<file path="config.mk">
export PLATFORM = sky130hd
export DESIGN_NAME = itl_pingpong_ctrl
export DESIGN_NICKNAME = d
export VERILOG_FILES = /design/src/rtl/itl_ctrl_pkg.sv /design/src/rtl/itl_blk_cnt.sv /design/src/rtl/itl_pingpong_ctrl.sv
export SDC_FILE = /design/constraint.sdc
export NUM_CORES = 1
export LEC_CHECK = 0
export CAP_MARGIN = 40
export CORE_UTILIZATION = 39
export DETAILED_ROUTE_END_ITERATION = 6
export PLACE_DENSITY_LB_ADDON = 0.15
export SYNTH_ARGS = -nofsm -noshare
export SYNTH_HDL_FRONTEND = slang
export SYNTH_SLANG_ARGS = --single-unit
</file>
<file path="constraint.sdc">
create_clock -name clk -period 4.2 [get_ports clk]
set_input_delay 0.84 -clock clk [delete_from_list [all_inputs] [get_ports clk]]
set_output_delay 0.84 -clock clk [all_outputs]
set_load 0.005 [all_outputs]
</file>
<file path="src/rtl/itl_ctrl_pkg.sv">
// Shared constants and bank state type for the interleaver ping-pong buffer controller.
package itl_ctrl_pkg;

    localparam int ADDR_W  = 13;
    localparam int K_SMALL = 1056;
    localparam int K_LARGE = 6144;

    typedef enum logic [1:0] {
        BANK_EMPTY,
        BANK_FILLING,
        BANK_FULL,
        BANK_DRAINING
    } bank_state_t;

endpackage

</file>
<file path="src/rtl/itl_blk_cnt.sv">
// Loadable up-counter whose terminal flag marks the last index of a small or large block.
module itl_blk_cnt import itl_ctrl_pkg::*; #(
    parameter int ADDR_W  = itl_ctrl_pkg::ADDR_W,
    parameter int K_SMALL = itl_ctrl_pkg::K_SMALL,
    parameter int K_LARGE = itl_ctrl_pkg::K_LARGE
) (
    input  logic              clk,
    input  logic              reset,
    input  logic              load,
    input  logic [ADDR_W-1:0] load_val,
    input  logic              inc,
    input  logic              size,
    output logic [ADDR_W-1:0] cnt,
    output logic              term
);

    localparam logic [ADDR_W-1:0] LAST_SMALL = ADDR_W'(K_SMALL - 1);
    localparam logic [ADDR_W-1:0] LAST_LARGE = ADDR_W'(K_LARGE - 1);

    assign term = (cnt == (size ? LAST_LARGE : LAST_SMALL));

    always_ff @(posedge clk or posedge reset) begin
        if (reset) begin
            cnt <= '0;
        end else if (load) begin
            cnt <= load_val;
        end else if (inc) begin
            cnt <= cnt + 1'b1;
        end
    end

endmodule

</file>
<file path="src/rtl/itl_pingpong_ctrl.sv">
// Two-bank ping-pong controller: one writer fills a bank bit by bit while the reader
// drains the oldest full bank through the permutation-table index.
module itl_pingpong_ctrl import itl_ctrl_pkg::*; #(
    parameter int ADDR_W  = itl_ctrl_pkg::ADDR_W,
    parameter int K_SMALL = itl_ctrl_pkg::K_SMALL,
    parameter int K_LARGE = itl_ctrl_pkg::K_LARGE
) (
    input  logic              clk,
    input  logic              reset,
    input  logic              blk_start,
    input  logic              blk_size,
    input  logic              bit_valid,
    output logic              in_ready,
    output logic              wr_en,
    output logic              wr_bank,
    output logic [ADDR_W-1:0] wr_addr,
    output logic              rd_en,
    output logic              rd_bank,
    output logic [ADDR_W-1:0] rd_idx,
    output logic              rd_size,
    output logic              out_valid,
    output logic              out_last,
    output logic              blk_done,
    output logic              err_proto
);

    bank_state_t       bank_st  [2];
    bank_state_t       bank_nxt [2];
    logic [1:0]        bank_size, bank_size_nxt;
    logic              wr_busy, wr_busy_nxt, wr_sel, wr_sel_nxt;
    logic              rd_busy, rd_busy_nxt, rd_sel, rd_sel_nxt;
    logic              last_full, last_full_nxt;

    logic [ADDR_W-1:0] wr_cnt, rd_cnt;
    logic              wr_term, rd_term;
    logic              start_req, accept, fill_bank, wr_done;
    logic              full0, full1, drain_bank, rd_done, rd_start;

    // Readiness looks only at registered bank state, so a bank freed this cycle waits one cycle.
    assign in_ready  = !wr_busy && (bank_st[0] == BANK_EMPTY || bank_st[1] == BANK_EMPTY);
    assign start_req = blk_start && bit_valid;
    assign accept    = in_ready && start_req;
    assign err_proto = start_req && !in_ready;
    assign fill_bank = (bank_st[0] == BANK_EMPTY) ? 1'b0 : 1'b1;
    assign wr_done   = wr_busy && bit_valid && wr_term;

    // Both banks can only be FULL together if the reader stalls; then the earlier one goes first.
    assign full0      = (bank_st[0] == BANK_FULL);
    assign full1      = (bank_st[1] == BANK_FULL);
    assign drain_bank = (full0 && full1) ? !last_full : full1;
    assign rd_done    = rd_busy && rd_term;
    assign rd_start   = (!rd_busy || rd_done) && (full0 || full1);

    assign wr_en   = accept || (wr_busy && bit_valid);
    assign wr_bank = accept ? fill_bank : wr_sel;
    assign wr_addr = wr_cnt;
    assign rd_en   = rd_busy;
    assign rd_bank = rd_sel;
    assign rd_idx  = rd_cnt;
    assign rd_size = rd_busy && bank_size[rd_sel];

    // The accept cycle writes address 0 itself, so the counter resumes at 1.
    itl_blk_cnt #(.ADDR_W(ADDR_W), .K_SMALL(K_SMALL), .K_LARGE(K_LARGE)) u_wr_cnt (
        .clk      (clk),
        .reset    (reset),
        .load     (accept || wr_done),
        .load_val (accept ? ADDR_W'(1) : '0),
        .inc      (wr_busy && bit_valid),
        .size     (bank_size[wr_sel]),
        .cnt      (wr_cnt),
        .term     (wr_term)
    );

    itl_blk_cnt #(.ADDR_W(ADDR_W), .K_SMALL(K_SMALL), .K_LARGE(K_LARGE)) u_rd_cnt (
        .clk      (clk),
        .reset    (reset),
        .load     (rd_done),
        .load_val ('0),
        .inc      (rd_busy),
        .size     (bank_size[rd_sel]),
        .cnt      (rd_cnt),
        .term     (rd_term)
    );

    // Writer and reader always touch different banks, so their updates never collide.
    always_comb begin
        bank_nxt      = bank_st;
        bank_size_nxt = bank_size;
        wr_busy_nxt   = wr_busy;
        wr_sel_nxt    = wr_sel;
        rd_busy_nxt   = rd_busy;
        rd_sel_nxt    = rd_sel;
        last_full_nxt = last_full;

        if (accept) begin
            bank_nxt[fill_bank]      = BANK_FILLING;
            bank_size_nxt[fill_bank] = blk_size;
            wr_busy_nxt              = 1'b1;
            wr_sel_nxt               = fill_bank;
        end
        if (wr_done) begin
            bank_nxt[wr_sel] = BANK_FULL;
            wr_busy_nxt      = 1'b0;
            last_full_nxt    = wr_sel;
        end
        if (rd_done) begin
            bank_nxt[rd_sel] = BANK_EMPTY;
            rd_busy_nxt      = 1'b0;
        end
        if (rd_start) begin
            bank_nxt[drain_bank] = BANK_DRAINING;
            rd_busy_nxt          = 1'b1;
            rd_sel_nxt           = drain_bank;
        end
    end

    always_ff @(posedge clk or posedge reset) begin
        if (reset) begin
            bank_st[0] <= BANK_EMPTY;
            bank_st[1] <= BANK_EMPTY;
            bank_size  <= '0;
            wr_busy    <= 1'b0;
            wr_sel     <= 1'b0;
            rd_busy    <= 1'b0;
            rd_sel     <= 1'b0;
            last_full  <= 1'b0;
            out_valid  <= 1'b0;
            out_last   <= 1'b0;
            blk_done   <= 1'b0;
        end else begin
            bank_st    <= bank_nxt;
            bank_size  <= bank_size_nxt;
            wr_busy    <= wr_busy_nxt;
            wr_sel     <= wr_sel_nxt;
            rd_busy    <= rd_busy_nxt;
            rd_sel     <= rd_sel_nxt;
            last_full  <= last_full_nxt;
            out_valid  <= rd_busy;
            out_last   <= rd_done;
            blk_done   <= rd_done;
        end
    end

endmodule
</file>
==> impl_metrics.toml <==
[sta]
setup-violations-final = 0
report.final.slew_viol_count = 0
tns_ns = 0
worst-slew-pin-transition_ns = 0.5817
slew_headroom_pct = 61.22
period_minus_slack_ns = 3.438
layout_setup_ws_ns = 0.7617
fin_skew_ns = 0.003689
hold_viol_final = 0
hold_slack_ns = 0.5093
fin_crit_sh_pct = 81.86
rsz0062_at_grt = "false"
fmax_mhz = 290.8

[worst_hold_path]
hold_path_depth = 1
min_to = "u_rd_cnt.cnt[4]"
hold_path_startpoint = "u_rd_cnt.cnt[4]"
worstHoldPathType = "register to register"

[synth]
synth.area.top_cells = "dfrtp_1 49%, xnor2_1 7.1%, nor2_1 5.1%"
netlist.area_leader.share_pct = 49.46
ys_types = 43
synth-edff-count = 0
avgSynthCellArea_sq_um = 10.02
yosysTopAreaCell = "dfrtp_1"
ys.flop_type = "dfrtp_1"
synth-seq-cells = 39
async_flop_share_pct = 100.0
synth_seq_area_share_pct = 49.46
yosys_warnings = 0
syn_nets = 204
netlist_instances = 197
syn-cell-area_sq_um = 1973

[worst_setup_path]
r2r.worst_path.cells = 5
arrival_ns = 2.60
cp-end-kind = "primary output"
start_kind = "input pin"
cp.required_ns = 3.36
reg2reg_to = "u_wr_cnt.cnt[11]"
crit_type = "input pin to primary output"
timing.rr.start = "u_wr_cnt.cnt[5]"
rrSetupSlack_ns = 1.50
cp_max_fo = 6

[cts]
clk_latency_ns = 0.29
cts_setup_buffers = 0
post_cts_resized = 0
clk_path_buf_depth = 2
cts-hold-fix-buffers = 0
cts-root-buf = "clkbuf_8"
numCtsBuffers = 5
cts.sinks = 39
cts.clk_slew.worst_paths_ns = 0.07
cts_tree = "done"
cts_max_level = 2

[layout]
post_route_cells_drive_above_1_share_pct = 8.299
final_common_cell = "clkdlybuf4s50_1"
syn2layout_area_growth_pct = 27.77
fillers = 462
fin_util_pct = 52.68
n_antenna_cell = 0
fin_nets = 247
fin_area_sq_um = 2521
final_cell_mix = "40 x clkdlybuf4s50_1, 39 x dfrtp_1, 27 x nor2_1"
stdcell_count = 308

[global_routing]
grt_usage_pct = 17.66
antenna_found_initial = 0
grt_max_degree = 40
grt_pass1_vias = 1483
grt_pass1_wl_um = 7017
grt-ovfl-total = 0

[floorplan]
dieArea_sq_um = 5348
die_h_um = 73.13
io_pins = 41
die_x_um = 73.13
rows = 25
coreArea_sq_um = 4786
initial_core_util_pct = 41.23

[placement]
place_inst = 300
dp.final_hpwl_um = 2900
dpl_cell_area_sq_um = 2437
io_buffer_count = 40
dp_slack_ns = 0.7665
place_congestion = 0.7982

[routing]
drtAntennaViolNets = 0
post_drt_via_cell_ratio = 5.149
drt-total-wl_um = 4127
first_iter_violations = 47
wire_per_inst_um = 13.40
num_vias = 1586
dr.pass1.iters = 4
drc = 0

[power_and_ir_drop]
vdd_drop_max_mv = 0.1818
power.density_nw_per_um2 = 253.1
p_leak_nw = 1.043
power_mw = 0.6380

[run_status]
status = "finished, final reports clean"

[flow_run]
cap_viol_max_count = 0
-- worst max path at each step --
| stage | slack [ns] | endpoint | cells after the start | startpoint |
|---|---|---|---|---|
| after global placement | 0.79 | wr_bank | 7 | bit_valid |
| after global routing | 0.64 | wr_bank | 7 | bit_valid |
| after detailed placement | 0.77 | wr_bank | 7 | bit_valid |
| final | 0.76 | wr_bank | 7 | bit_valid |
| after floorplan | 1.82 | wr_bank | 4 | blk_start |
| after CTS | 0.76 | wr_bank | 7 | bit_valid |
-- registers in the layout, summed over array words and instances (netlist names) --
register and flops:
bank_size 2, wr_busy 1, bank_st 4, wr_sel 1
u_wr_cnt.cnt 13, u_rd_cnt.cnt 13, rd_en 1, last_full 1
out_valid 1, rd_bank 1, blk_done 1
-- synthesized netlist by cell type (all sizes together), types with 5 or more instances --
library cell	n
xnor2	16
nor4	6
xor2	5
nor3	6
and3	5
nand3	10
nand2	14
a21oi	8
nand4	7
dfrtp	39
o21ai	5
nor2	27
-- final cells by class --
type | instances | area, sq um | share of cell area (%)
clock buffer | 5 | 68.82 | 2.730
timing repair buffer | 43 | 422.9 | 16.77
clock inverter | 3 | 15.01 | 0.5955
sequential | 39 | 975.9 | 38.71
inverter | 5 | 18.77 | 0.7444
multi-input combinational | 146 | 935.9 | 37.12
tap | 67 | 83.83 | 3.325
-- per-layer routing --
| layer | track usage, % | part of all wire (%) | vias up |
|---|---|---|---|
| met1 | 25.55 | 52 | 761 |
| met3 | 4.696 | 4.3 | 7 |
| met2 | 24.59 | 42 | 33 |
| met5 | 0 | 0 | - |
| li1 | - | - | 785 |
| met4 | 7.843 | 1.6 | 0 |
-- critical path, cell delays in order --
cell	delay [ns]
clkdlybuf4s50_1	0.57
nand2_1	0.14
nor3b_1	0.21
buf_4	0.17
nor2_1	0.04
nor2_1	0.12
clkdlybuf4s50_1	0.51
-- power by group --
group | internal [mW] | switching [mW] | total (mW)
sequential | 0.376 | 0.000229 | 0.376
clock | 0.114 | 0.130 | 0.244
combinational | 0.00637 | 0.0123 | 0.0186
total | 0.496 | 0.143 | 0.638
-- logic make-up after synthesis --
| kind of cell | share of synthesized area, % |
|---|---|
| adder cells (fa/ha/maj) | 1.268 |
| flip-flops | 49.46 |
| multiplexers | 3.297 |
| buffers and inverters | 3.106 |
| AO/OA/AOI/OAI | 9.259 |
| AND/OR/NAND/NOR | 24.29 |
| XOR/XNOR | 9.321 |
(Power assumes the default switching activity.)
